### config.mk
export PLATFORM = sky130hd
export DESIGN_NAME = pn_shift_sequencer_flat
export DESIGN_NICKNAME = d
export VERILOG_FILES = /design/src/rtl/pn_shift_sequencer_if.sv /design/src/rtl/pn_shift_sequencer.sv /design/src/flat_wrapper.sv
export SDC_FILE = /design/constraint.sdc
export NUM_CORES = 1
export LEC_CHECK = 0
export CORE_MARGIN = 2
export CORE_UTILIZATION = 56
export DETAILED_ROUTE_END_ITERATION = 10
export GPL_ROUTABILITY_DRIVEN = 0
export GPL_TIMING_DRIVEN = 1
export PLACE_DENSITY = 0.85
export SETUP_SLACK_MARGIN = 0.4
export SLEW_MARGIN = 30
export SYNTH_ARGS = -nofsm -noshare
export SYNTH_HDL_FRONTEND = slang
export SYNTH_SLANG_ARGS = --single-unit
### constraint.sdc
create_clock -name clk -period 5.8 [get_ports clk]
set_input_delay 1.74 -clock clk [delete_from_list [all_inputs] [get_ports clk]]
set_output_delay 1.74 -clock clk [all_outputs]
set_load 0.05 [all_outputs]
### src/rtl/pn_shift_sequencer_if.sv
// Purpose: streaming handshake bundle between the shift sequencer, its
//          message source and the Benes network input stage.
// Signals:
//   in_valid/in_ready/in_data          message vector stream into the sequencer
//   out_valid/out_ready                operand handshake toward the network
//   out_data/out_sn/out_in             network indata, shift number, active size
// Modports:
//   slave  - sequencer side (consumes input stream, drives network operands)
//   master - environment side (drives input stream, consumes network operands)
interface pn_shift_sequencer_if #(
    parameter int unsigned Z  = 96,
    parameter int unsigned SW = 7
);
    logic          in_valid;
    logic          in_ready;
    logic [Z-1:0]  in_data;
    logic          out_valid;
    logic          out_ready;
    logic [Z-1:0]  out_data;
    logic [SW-1:0] out_sn;
    logic [SW-1:0] out_in;

    modport slave (
        input  in_valid, in_data, out_ready,
        output in_ready, out_valid, out_data, out_sn, out_in
    );

    modport master (
        output in_valid, in_data, out_ready,
        input  in_ready, out_valid, out_data, out_sn, out_in
    );
endinterface

### src/rtl/pn_shift_sequencer.sv
// Purpose: feeds the LDPC Benes permutation network. Holds one base-matrix
//          row of circulant shifts, pairs each incoming Z-bit message with its
//          reduced shift and presents the pair through a registered
//          valid/ready stage. Null circulants are skipped without consuming data.
// Ports:
//   clk, rst_n                   clock, asynchronous active-low reset
//   cfg_we/cfg_addr/cfg_shift    shift-table write port (blocked while busy)
//   cfg_len, cfg_z               pass length and lifting size, sampled on start
//   start                        begin a row pass (ignored while busy)
//   busy, done                   pass in progress / one-cycle end-of-pass pulse
//   err                          sticky: a non-null shift >= 2z was seen
//   nif                          message input stream and network operand output
module pn_shift_sequencer #(
    parameter int unsigned Z     = 96,
    parameter int unsigned SW    = 7,
    parameter int unsigned DEPTH = 24,
    parameter int unsigned AW    = 5
) (
    input  logic                   clk,
    input  logic                   rst_n,
    input  logic                   cfg_we,
    input  logic [AW-1:0]          cfg_addr,
    input  logic [SW-1:0]          cfg_shift,
    input  logic [AW:0]            cfg_len,
    input  logic [SW-1:0]          cfg_z,
    input  logic                   start,
    output logic                   busy,
    output logic                   done,
    output logic                   err,
    pn_shift_sequencer_if.slave    nif
);
    localparam int unsigned LW = AW + 1;
    localparam int unsigned EW = SW + 1;

    typedef enum logic [1:0] {IDLE, RUN, DRAIN, FIN} state_t;

    state_t        state_q, state_d;
    logic [LW-1:0] idx_q, len_q, idx_next;
    logic [SW-1:0] z_q;
    logic          err_q, busy_q, done_q;
    logic          out_valid_q;
    logic [Z-1:0]  out_data_q;
    logic [SW-1:0] out_sn_q, out_in_q;
    logic [SW-1:0] tbl [DEPTH];

    logic [SW-1:0] entry_c, sn_c;
    logic [EW-1:0] e_ext, z_ext, z2_ext;
    logic          entry_null_c, over_c;
    logic          in_ready_c, accept_c, advance_c, start_c, wr_en_c;

    assign entry_c      = tbl[idx_q[AW-1:0]];
    assign entry_null_c = (entry_c == '1);
    assign idx_next     = idx_q + LW'(1);
    assign wr_en_c      = cfg_we && !(state_q == RUN || state_q == DRAIN) &&
                          ({1'b0, cfg_addr} < LW'(DEPTH));

    // Shift reduction into [0, z); anything at or beyond 2z is flagged and zeroed
    assign e_ext  = {1'b0, entry_c};
    assign z_ext  = {1'b0, z_q};
    assign z2_ext = {z_q, 1'b0};

    always_comb begin
        sn_c   = entry_c;
        over_c = 1'b0;
        if (e_ext >= z2_ext) begin
            sn_c   = '0;
            over_c = 1'b1;
        end else if (e_ext >= z_ext) begin
            sn_c = SW'(e_ext - z_ext);
        end
    end

    // Next-state and handshake decode
    always_comb begin
        state_d    = state_q;
        in_ready_c = 1'b0;
        accept_c   = 1'b0;
        advance_c  = 1'b0;
        start_c    = 1'b0;
        case (state_q)
            IDLE: begin
                if (start) begin
                    start_c = 1'b1;
                    state_d = (cfg_len == '0) ? FIN : RUN;
                end
            end
            RUN: begin
                if (entry_null_c) begin
                    advance_c = 1'b1;
                end else begin
                    in_ready_c = !out_valid_q || nif.out_ready;
                    accept_c   = in_ready_c && nif.in_valid;
                    advance_c  = accept_c;
                end
                if (advance_c && (idx_next == len_q)) begin
                    state_d = DRAIN;
                end
            end
            DRAIN: begin
                if (!out_valid_q || nif.out_ready) begin
                    state_d = FIN;
                end
            end
            FIN:     state_d = IDLE;
            default: state_d = IDLE;
        endcase
    end

    // State register with registered busy/done status
    always_ff @(posedge clk or negedge rst_n) begin
        if (!rst_n) begin
            state_q <= IDLE;
            busy_q  <= 1'b0;
            done_q  <= 1'b0;
        end else begin
            state_q <= state_d;
            busy_q  <= (state_d == RUN) || (state_d == DRAIN);
            done_q  <= (state_d == FIN);
        end
    end

    // Pass bookkeeping and network operand register
    always_ff @(posedge clk or negedge rst_n) begin
        if (!rst_n) begin
            idx_q       <= '0;
            len_q       <= '0;
            z_q         <= '0;
            err_q       <= 1'b0;
            out_valid_q <= 1'b0;
            out_data_q  <= '0;
            out_sn_q    <= '0;
            out_in_q    <= '0;
        end else begin
            if (start_c) begin
                len_q <= (cfg_len > LW'(DEPTH)) ? LW'(DEPTH) : cfg_len;
                z_q   <= cfg_z;
                idx_q <= '0;
                err_q <= 1'b0;
            end else if (advance_c) begin
                idx_q <= idx_next;
            end
            // A new accept refills the register; otherwise a taken operand empties it
            if (accept_c) begin
                out_valid_q <= 1'b1;
                out_data_q  <= nif.in_data;
                out_sn_q    <= sn_c;
                out_in_q    <= z_q;
                if (over_c) begin
                    err_q <= 1'b1;
                end
            end else if (nif.out_ready) begin
                out_valid_q <= 1'b0;
            end
        end
    end

    // Shift table; contents are don't-care after reset
    always_ff @(posedge clk) begin
        if (wr_en_c) begin
            tbl[cfg_addr] <= cfg_shift;
        end
    end

    assign busy          = busy_q;
    assign done          = done_q;
    assign err           = err_q;
    assign nif.in_ready  = in_ready_c;
    assign nif.out_valid = out_valid_q;
    assign nif.out_data  = out_data_q;
    assign nif.out_sn    = out_sn_q;
    assign nif.out_in    = out_in_q;
endmodule

### src/flat_wrapper.sv
// flat-port wrapper written by rule: the top's interface ports become plain ports
module pn_shift_sequencer_flat 
#(
    parameter int unsigned Z     = 96,
    parameter int unsigned SW    = 7,
    parameter int unsigned DEPTH = 24,
    parameter int unsigned AW    = 5
)
  (clk, rst_n, cfg_we, cfg_addr, cfg_shift, cfg_len, cfg_z, start, busy, done, err, nif_in_valid, nif_in_data, nif_out_ready, nif_in_ready, nif_out_valid, nif_out_data, nif_out_sn, nif_out_in);
  pn_shift_sequencer_if #(.Z(Z), .SW(SW)) nif_i ();
  input  logic clk;
  input  logic rst_n;
  input  logic cfg_we;
  input  logic [AW-1:0] cfg_addr;
  input  logic [SW-1:0] cfg_shift;
  input  logic [AW:0] cfg_len;
  input  logic [SW-1:0] cfg_z;
  input  logic start;
  output logic busy;
  output logic done;
  output logic err;
  input wire logic [$bits(nif_i.in_valid)-1:0] nif_in_valid;
  input wire logic [$bits(nif_i.in_data)-1:0] nif_in_data;
  input wire logic [$bits(nif_i.out_ready)-1:0] nif_out_ready;
  output wire logic [$bits(nif_i.in_ready)-1:0] nif_in_ready;
  output wire logic [$bits(nif_i.out_valid)-1:0] nif_out_valid;
  output wire logic [$bits(nif_i.out_data)-1:0] nif_out_data;
  output wire logic [$bits(nif_i.out_sn)-1:0] nif_out_sn;
  output wire logic [$bits(nif_i.out_in)-1:0] nif_out_in;
  assign nif_i.in_valid = nif_in_valid;
  assign nif_i.in_data = nif_in_data;
  assign nif_i.out_ready = nif_out_ready;
  assign nif_in_ready = nif_i.in_ready;
  assign nif_out_valid = nif_i.out_valid;
  assign nif_out_data = nif_i.out_data;
  assign nif_out_sn = nif_i.out_sn;
  assign nif_out_in = nif_i.out_in;
  pn_shift_sequencer #(.Z(Z), .SW(SW), .DEPTH(DEPTH), .AW(AW)) u_core (.clk(clk), .rst_n(rst_n), .cfg_we(cfg_we), .cfg_addr(cfg_addr), .cfg_shift(cfg_shift), .cfg_len(cfg_len), .cfg_z(cfg_z), .start(start), .busy(busy), .done(done), .err(err), .nif(nif_i));
endmodule
Yosys cells after proc, flatten, opt, wreduce, memory -nomap -nowiden
Memory sizes are Yosys's and may differ from the RTL's.
Index checks and enable logic that the tools add are counted.
{"block": "totals", "register_bits": 135, "mem_count": 1, "output_inout_bits": 115, "mem_bits_rw": 168, "wordCells": 66}
{"block": "classes", "magnitude_cmp": 4, "n_addsub": 2, "muxes": 27, "reduce_logical": 13, "n_eq_ne": 8}
{"name": "u_core.tbl", "depth": 24, "word_bits": 7, "rd": 1, "rd_clocked_by_memory_dff": 0, "wr": 1, "line_no": "pn_shift_sequencer.sv:44", "source": "logic [SW-1:0] tbl [DEPTH];"}
{"cell": "6-bit two-way mux", "n": 3}
{"cell": "1-bit two-way mux", "n": 17}
{"cell": "7-bit two-way mux", "n": 2}
{"cell": "2-bit equality test (second input constant)", "n": 4}
{"cell": "7-bit by 8-bit greater-or-equal comparator with 1-bit output", "n": 1}
{"cell": "2-bit two-way mux", "n": 4}
{"cell": "2-bit case mux with 4 select lines", "n": 1}
{"cell": "7-bit equality test (second input constant)", "n": 1}
{"cell": "7-bit greater-or-equal comparator", "n": 1}
{"cell": "7-bit subtractor", "n": 1}
{"cell": "6-bit by 1-bit adder with 6-bit output (second input constant)", "n": 1}
{"cell": "6-bit equality test", "n": 1}
{"cell": "6-bit by 5-bit > comparator with 1-bit output (second input constant)", "n": 1}
{"cell": "6-bit zero test", "n": 1}
{"cell": "5-bit less-than comparator (second input constant)", "n": 1}
{"cell": "2-bit by 1-bit equality test with 1-bit output (second input constant)", "n": 2}
{"cell": "1-bit logical AND", "n": 4}
{"cell": "2-bit nonzero test", "n": 2}
{"cell": "1-bit logical OR", "n": 3}
{"cell": "1-bit zero test", "n": 2}
{"cell": "2-bit zero test", "n": 1}

Logic depth before layout (Yosys ltp)
Gate-level depths: netlist of the first run.
{"block": "logic_depth", "word_depth": 10, "depth_mapped": 18, "mapped_depth_nobuf": 13}

Least setup slack after synthesis of the first run
No wires, ideal clock.
{"block": "synth_path", "path_kind": "input to output", "from": "input port nif_out_ready", "to": "output port nif_in_ready", "arrival_time_ns": 2.583, "t_required_ns": 4.060, "stages": 3, "setup_slack_ns": 1.477, "cell_sequence": "nand2b_1 nand2_1 nor2_1"}
{"block": "synth_between", "elab_chain_len": 3}
{"item": "from (decl)", "line_no": "flat_wrapper.sv:24", "source": "input wire logic [$bits(nif_i.out_ready)-1:0] nif_out_ready;"}
{"item": "1-bit logical OR", "line_no": "pn_shift_sequencer.sv:91", "source": "in_ready_c = !out_valid_q || nif.out_ready;"}
{"item": "1-bit two-way mux", "line_no": "pn_shift_sequencer.sv:88", "source": "if (entry_null_c) begin"}
{"item": "1-bit two-way mux", "line_no": "pn_shift_sequencer.sv:80", "source": "case (state_q)"}
{"item": "to (decl)", "line_no": "flat_wrapper.sv:25", "source": "output wire logic [$bits(nif_i.in_ready)-1:0] nif_in_ready;"}
No other way between the ends.

Final worst setup path of the first run
{"block": "layout_path", "from": "register u_core.idx_q[0]", "to": "output port nif_in_ready"}
{"block": "layout_between", "elab_chain_len": 4}
{"item": "from (decl)", "line_no": "pn_shift_sequencer.sv:38", "source": "logic [LW-1:0] idx_q, len_q, idx_next;"}
{"item": "from (signal assigned)", "line_no": "pn_shift_sequencer.sv:140", "source": "idx_q <= idx_next;"}
{"item": "memory read 24 x 7 bit"}
{"item": "7-bit equality test", "line_no": "pn_shift_sequencer.sv:52", "source": "assign entry_null_c = (entry_c == '1);"}
{"item": "1-bit two-way mux", "line_no": "pn_shift_sequencer.sv:88"}
{"item": "1-bit two-way mux", "line_no": "pn_shift_sequencer.sv:80"}
No other way between the ends.

==> results.md, run 1 <==
- Final clock period utilization by the worst path: 90.3%
- Synthesized flop and latch total: 303
- CP startpoint kind: register
- Hold crit path type: reg -> reg
- CTS Root Cell: clkbuf_16
- Aggregate global-route resource usage: 25.2%
- Kind of critical path: reg -> out
- Wire length of the first global-routing pass: around 46 mm
- Final worst slack: between 500 and 600 ps
- CTS Buf Count: 31
- Worst-path clk slew: 60 ps
- GR met1 Demand/Resource: a little under a third
- Fmax: 191 MHz
- Sequential share of the synthesized area: 66.5%
- Worst Path Required: 4060 ps
- Slew HR: 34.5%
- H-tree depth: 1
- Syn_nets: around 950
- Routed len/inst: between 20 and 25 um
- Fin. Hold Viols: 0
- Max Slew Vio Count: 0
- DR DRC count: 0
- Die height: 154 um
- Yosys warns: 0
- Chip width: between 150 and 200 um
- Setup TNS: 0 ps
- Crit-path max FO: 32
- Hold WS: slightly below 500 ps
- Max-cap violations: 0
- Synth unique cells: between 50 and 60
- CP max-delay cell: dfrtp_4
- Sink Count: between 300 and 400
- Initial antenna violation count: 3
- Avg Cell Area, Syn: roughly 16 um2
- Detailed placement HPWL: 21.1 mm
- FP Rows: 55
- Drt via density: 5.72
- Arr. time, crit path: 3500 ps
- CORE AREA: 0.0224 mm2
- WL final: 30.3 mm
- Syn Inst Count: 803
- Pin count of the biggest net entering global routing: 105
- Async S/R FF share, synth: 44.6%
- Worst slew pin tran: 979 ps
- Share of cells above drive strength 1: 18.6%
- CP endpoint kind: primary output
- Fin nets: 1203
- Core Util, Final: just over 70%
- 1st-pass router iterations: 5
- Min Tclk post-route: roughly 5200 ps
- Port Buffers: 241
- Pleak: 6.12 nW
- Clk buf depth: 3
- CP Cell Sequence: buf_12 > mux4_2 > mux2i_1 > o211ai_1 > nand4_4 > nor3_1 > nor2_1 > clkdlybuf4s15_1
- Clock Latency Late Sink: 550 ps
- Area delta synth->final: 28.8%
- Status: complete, no violations
- Grt ovf: 0
- Post-Place Worst Slack: 638 ps
- Starting density of the core: 56.4%
- CP max stage delay: between 600 and 700 ps
- TritonCTS clock tree: done
- Global routing's busiest layer: met2
- Worst Skew: 20.1 ps
- Maximum vdd drop: 325 uV
- PwrDens: 574 mW/mm2
- Met2 Usage GRT: 42.5%
- I/O pin total: 242
- Synth Flop Type: edfxtp_1
- Vias in the first global route: between 8000 and 9000
- # setup viols final: 0
- Number of synthesized flops with an enable pin: 168
- Mapped Area: 0.0127 mm2
- Met3 usage in global routing: between 5 and 6%
- DR vias: 7821
- Design Power: 9.36 mW
- Antenna-violating nets left: 0
- Die area: approximately 0.024 mm2
- Initial DRC Count: ~560
- Unrepaired setup endpoints after global routing: false
==> stage by stage <==
step                      instances  cell area, um2
after floorplan                 803           12700
after global placement         1302           15300
after detailed placement       1302           15300
after CTS                      1358           16200
after global routing           1366           16300
final                          1367           16300
==> critical path: cells and delay by family (launching register included) <==
family / cells / cell delay [ps]
muxes: 2 / 450
and+or+nand+nor: 3 / 640
DFF: 1 / 610
AOI/OAI and AO/OA: 1 / 530
buffers and inverters: 2 / 720
==> cell families after synthesis <==
kind of cell               synth area share (%)
DFF                                        66.5
AOI/OAI and AO/OA                          4.65
muxes                                      17.7
buffers and inverters                      2.43
xor gates and xnor gates                  0.899
and+or+nand+nor                            5.62
adders and majority gates                  2.13
==> flip-flops by register name, summed over array words and instances, names as in the netlist, 2 cells and up <==
| name | cells |
|---|---|
| u_core.nif.out_data | 96 |
| u_core.nif.out_sn | 7 |
| u_core.idx_q | 6 |
| u_core.tbl | 168 |
| u_core.state_q | 2 |
| u_core.nif.out_in | 7 |
| u_core.len_q | 6 |
| u_core.z_q | 7 |
==> metal layers <==
metal / up-vias / part of all wire (%)
met1: 3878 / 38
li1: 3517 / -
met5: - / 0
met2: 352 / 50
met3: 74 / 8.6
met4: 0 / 4.2
==> power breakdown <==
part | internal, mW | switching [mW] | leakage, nW | total [mW]
Sequential | 2.76 | 0.307 | 3.12 | 3.06
Clock | 1.06 | 0.797 | 0.459 | 1.86
Combinational | 1.73 | 2.71 | 2.54 | 4.43
==> repair_timing <==
item                                    CTS  global route
endpoints found under the hold margin     0             0
gates resized for setup                   2             3
hold buffers                              0             0
endpoints found under the setup margin    1             1
pin swaps                                 0             2
setup buffers                             0             4
==> cell usage in the layout (no fill, tap or decap), drive strengths merged, types with 4 or more instances in the layout <==
master / synthesis / routed
a21o: 5 / 5
a21oi: 17 / 17
a221oi: 6 / 6
a22oi: 6 / 6
buf: 26 / 17
clkbuf: 12 / 35
clkdlybuf4s50: 0 / 238
clkinv: 0 / 15
clkinvlp: 0 / 5
dfrtp: 135 / 135
diode: 0 / 4
edfxtp: 168 / 168
ha: 20 / 20
inv: 13 / 13
mux2: 111 / 111
mux2i: 44 / 44
mux4: 23 / 23
nand2: 58 / 58
nand3: 18 / 18
nand3b: 5 / 5
nand4: 5 / 5
nor2: 40 / 40
nor2b: 7 / 7
o211ai: 4 / 4
o21ai: 25 / 25
o31ai: 8 / 8
xnor2: 9 / 9
xor2: 4 / 4
==> synth_stat cells, types with 3 or more instances <==
library cell  count  area (um2)
edfxtp_1        168        5040
dfrtp_1         135        3380
mux2_2           89        1000
nand2_1          58         218
mux2i_1          44         440
nor2_1           40         150
mux4_2           23         518
o21ai_0          22         110
ha_1             20         250
a21oi_1          17        85.1
nand3_1          16        80.1
clkbuf_1         12        45.0
mux2_1           12         135
inv_1            11        41.3
mux2_4           10         150
buf_2             9        45.0
xnor2_1           9        78.8
buf_4             8        60.1
nor2b_1           7        43.8
o31ai_1           7        52.6
a22oi_1           6        45.0
a21o_1            5        37.5
a221oi_1          5        43.8
nand3b_1          5        37.5
buf_6             4        45.0
buf_8             4        60.1
nand4_1           4        25.0
o211ai_1          4        30.0
xor2_1            4        35.0
and2_1            3        18.8
and3_1            3        18.8
nand2b_1          3        18.8
nor3_1            3        15.0
o21a_1            3        22.5
o21ai_1           3        15.0
==> path summary, 6_finish.rpt <==
check	slack, ps	to	cells after the start	start
max	560	nif_in_ready	8	u_core.idx_q[0]$_DFFE_PN0P_
min	480	u_core.nif.out_sn[3]$_DFFE_PN0P_	2	u_core.nif.out_sn[3]$_DFFE_PN0P_
max reg2reg	1590	u_core.nif.out_sn[0]$_DFFE_PN0P_	14	u_core.idx_q[0]$_DFFE_PN0P_
min reg2reg	480	u_core.nif.out_sn[3]$_DFFE_PN0P_	2	u_core.nif.out_sn[3]$_DFFE_PN0P_
max in group asynchronous	3560	u_core.nif.out_data[49]$_DFFE_PN0P_	2	rst_n
min in group asynchronous	1310	u_core.nif.out_data[25]$_DFFE_PN0P_	1	rst_n
==> area by class of cell <==
| type | count | area (um2) |
|---|---|---|
| clock buffers | 34 | 787 |
| clock inverters | 22 | 165 |
| inverters | 13 | 48.8 |
| well taps | 285 | 357 |
| fillers | 1377 | 6130 |
| diodes | 4 | 10.0 |
| multi-input cells | 449 | 3940 |
| repair buffers | 257 | 2570 |
| flip-flops and latches | 303 | 8430 |
No activity file was read; power rests on OpenSTA's default activity.
==> run 2: changes to the inputs <==
- ABC_CLOCK_PERIOD_IN_PS: not set -> 5800
==> results of run 2 <==
The final DEF is identical to that of run 1; final timing and power are the same.
==> run 3: changes to the inputs <==
- ABC_CLOCK_PERIOD_IN_PS: 5800 -> 6000
- CORE_UTILIZATION: 56 -> 52
- PLACE_DENSITY: 0.85 -> 0.8
- clock period: 5.8 -> 6 ns (I/O delays scaled with it)
==> results.md, run 3 (same netlist as run 1, synthesis figures left out) <==
- DR DRC count: 0 (unchanged)
- Slew HR: 37.2% (was 34.5%)
- CP endpoint kind: primary output (unchanged)
- Crit-path max FO: 20 (was 32)
- Setup TNS: 0 ps (unchanged)
- Kind of critical path: reg -> out (unchanged)
- Fin. Hold Viols: 0 (unchanged)
- Hold path start: u_core.nif.out_in[2]$_DFFE_PN0P_ (was u_core.nif.out_sn[3]$_DFFE_PN0P_)
- Final instance area: 0.0164 mm2 (was 0.0163 mm2)
- CP max-delay cell: dfrtp_4 (unchanged)
- # placed instances: 1338 (was 1302)
- Final Non-Filler Cells: 1405 (was 1367)
- Worst-path clk slew: 60 ps (about the same)
- Status: complete, no violations (unchanged)
- Design Power: 9.09 mW (was 9.36 mW)
- Wire length of the first global-routing pass: 47.4 mm (was 46.2 mm)
- Hold crit path type: reg -> reg (unchanged)
- 1st-pass router iterations: 5 (unchanged)
- Aggregate global-route resource usage: 24.1% (was 25.2%)
- Port Buffers: 241 (unchanged)
- H-tree depth: 1 (unchanged)
- Sink Count: 303 (unchanged)
- Final worst slack: 603 ps (was 561 ps)
- NetSw: 3.68 mW (was 3.81 mW)
- CP Launch Point: u_core.idx_q[0]$_DFFE_PN0P_ (unchanged)
- CP Cell Sequence: buf_4 > and2_1 > a221oi_1 > o21ai_0 > o211ai_1 > nand4_4 > nor3_1 > nor2_1 > clkdlybuf4s15_1 (was buf_12 > mux4_2 > mux2i_1 > o211ai_1 > nand4_4 > nor3_1 > nor2_1 > clkdlybuf4s15_1)
- Post-Place Worst Slack: 533 ps (was 638 ps)
- Worst r2r src: u_core.idx_q[0]$_DFFE_PN0P_ (unchanged)
- Grt ovf: 0 (unchanged)
- Hold WS: 483 ps (about the same)
- Most flop-heavy register: u_core.tbl (unchanged)
- CTS Buf Count: 31 (unchanged)
- FF+latch area: 0.00843 mm2 (unchanged)
- Drt via density: 5.59 (was 5.72)
- Net Sw Frac: 40.5% (was 40.7%)
- Max-cap violations: 0 (unchanged)
- Pin count of the biggest net entering global routing: 126 (was 105)
- DR vias: 7855 (was 7821)
- Clk buf depth: 3 (unchanged)
- Pleak: 6.15 nW (was 6.12 nW)
- Worst Skew: 13.5 ps (was 20.1 ps)
- # fillers: 1662 (was 1377)
- Detailed placement HPWL: 21.5 mm (was 21.1 mm)
- Share of cells above drive strength 1: 18.5% (was 18.6%)
- Clock power frac: 20.4% (was 19.9%)
- Sequential fraction of design power: 32.2% (was 32.8%)
- Gate power share: 47.4% (about the same)
- Max Slew Vio Count: 0 (unchanged)
- Arr. time, crit path: 3600 ps (was 3500 ps)
- Maximum vdd drop: 377 uV (was 325 uV)
- Min Tclk post-route: roughly 5400 ps
- FP Rows: 57 (was 55)
- Flip-flop count of the largest register after layout: 168 (unchanged)
- WL final: 30.7 mm (was 30.3 mm)
- I/O pin total: 242 (unchanged)
- Cell Area, Placed: 0.0153 mm2 (about the same)
- Area delta synth->final: 29.2% (was 28.8%)
- # setup viols final: 0 (unchanged)
- Routed len/inst: 21.9 um (was 22.2 um)
- Fin nets: 1202 (was 1203)
- CORE AREA: 0.0241 mm2 (was 0.0224 mm2)
- Area of the multi-input gates: 0.00393 mm2 (was 0.00394 mm2)
- Internal Dissipation: 5.41 mW (was 5.55 mW)
- Worst slew pin tran: 939 ps (was 979 ps)
- Vias in the first global route: 7917 (was 8082)
- Core Util, Final: 67.9% (was 72.7%)
- CP startpoint kind: register (unchanged)
- Commonest non-fill, non-tap cells in the layout: clkdlybuf4s50_1, edfxtp_1, dfrtp_1 (unchanged)
- Final clock period utilization by the worst path: 90.0%
- Worst Path Required: 4200 ps (was 4060 ps)
- Die height: 160 um (was 154 um)
- Unrepaired setup endpoints after global routing: false (unchanged)
- Most common cell after layout, fill and taps aside: clkdlybuf4s50_1 (unchanged)
- Antenna-violating nets left: 0 (unchanged)
- Fmax: 185 MHz
- CTS Root Cell: clkbuf_16 (unchanged)
- PwrDens: 555 mW/mm2 (was 574 mW/mm2)
- Chip width: 160 um (was 154 um)
- Initial antenna violation count: 2 (was 3)
- TritonCTS clock tree: done (unchanged)
- Clock Latency Late Sink: 560 ps (was 550 ps)
- Starting density of the core: 52.5% (was 56.4%)
- Initial DRC Count: 605 (was 558)
- CP max stage delay: 530 ps (was 610 ps)
- Die area: 0.0256 mm2 (was 0.0238 mm2)
run 3: repair_timing:
item,CTS,global route
setup endpoints to repair,1,1
resized for setup,3,1
hold buffers,0,0
buffers inserted,0,7
run 3: path summary, 6_finish.rpt:
| path | to | slack [ps] | depth (start not counted) |
|---|---|---|---|
| worst max-delay path | nif_in_ready | 600 | 9 |
| worst min-delay path | u_core.nif.out_in[2]$_DFFE_PN0P_ | 480 | 2 |
| worst max register to register | u_core.nif.out_sn[0]$_DFFE_PN0P_ | 1970 | 13 |
| worst min register to register | u_core.nif.out_in[2]$_DFFE_PN0P_ | 480 | 2 |
| max in group asynchronous | u_core.nif.out_data[43]$_DFFE_PN0P_ | 3670 | 2 |
| min in group asynchronous | u_core.nif.out_data[75]$_DFFE_PN0P_ | 1330 | 1 |
run 3: layer usage:
metal	vias to the layer above	track usage, %	wire length (um)
met4	0	7.17	787
met3	49	5.48	2430
li1	3517	-	-
met5	-	0	0
met1	3944	31.0	12000
met2	345	41.3	15500
run 3: power groups by stage:
stage | combinational, mW | clock [mW] | sequential (mW)
floorplan | 1.62 | 0 | 4.27
global placement | 4.17 | 0 | 2.96
detailed placement | 4.24 | 0 | 2.99
CTS | 4.26 | 1.88 | 2.96
global route | 4.55 | 1.96 | 2.99
finish | 4.31 | 1.85 | 2.93
run 3: area by class of cell:
cell class	instances	share of cell area (%)
Timing Repair Buffer	256	15.6
Clock inverter	14	0.619
Antenna cell	2	0.0306
Inverter	13	0.298
Sequential cell	303	51.5
Clock buffer	44	5.41
Tap cell	324	2.48
Multi-Input combinational cell	449	24.0
run 3: worst max-delay path: cells and delay by family, from the launching register on:
family / cells / cell delay [ps]
simple gates: 4 / 960
compound gates: 3 / 780
buf+inv: 2 / 760
flops: 1 / 530
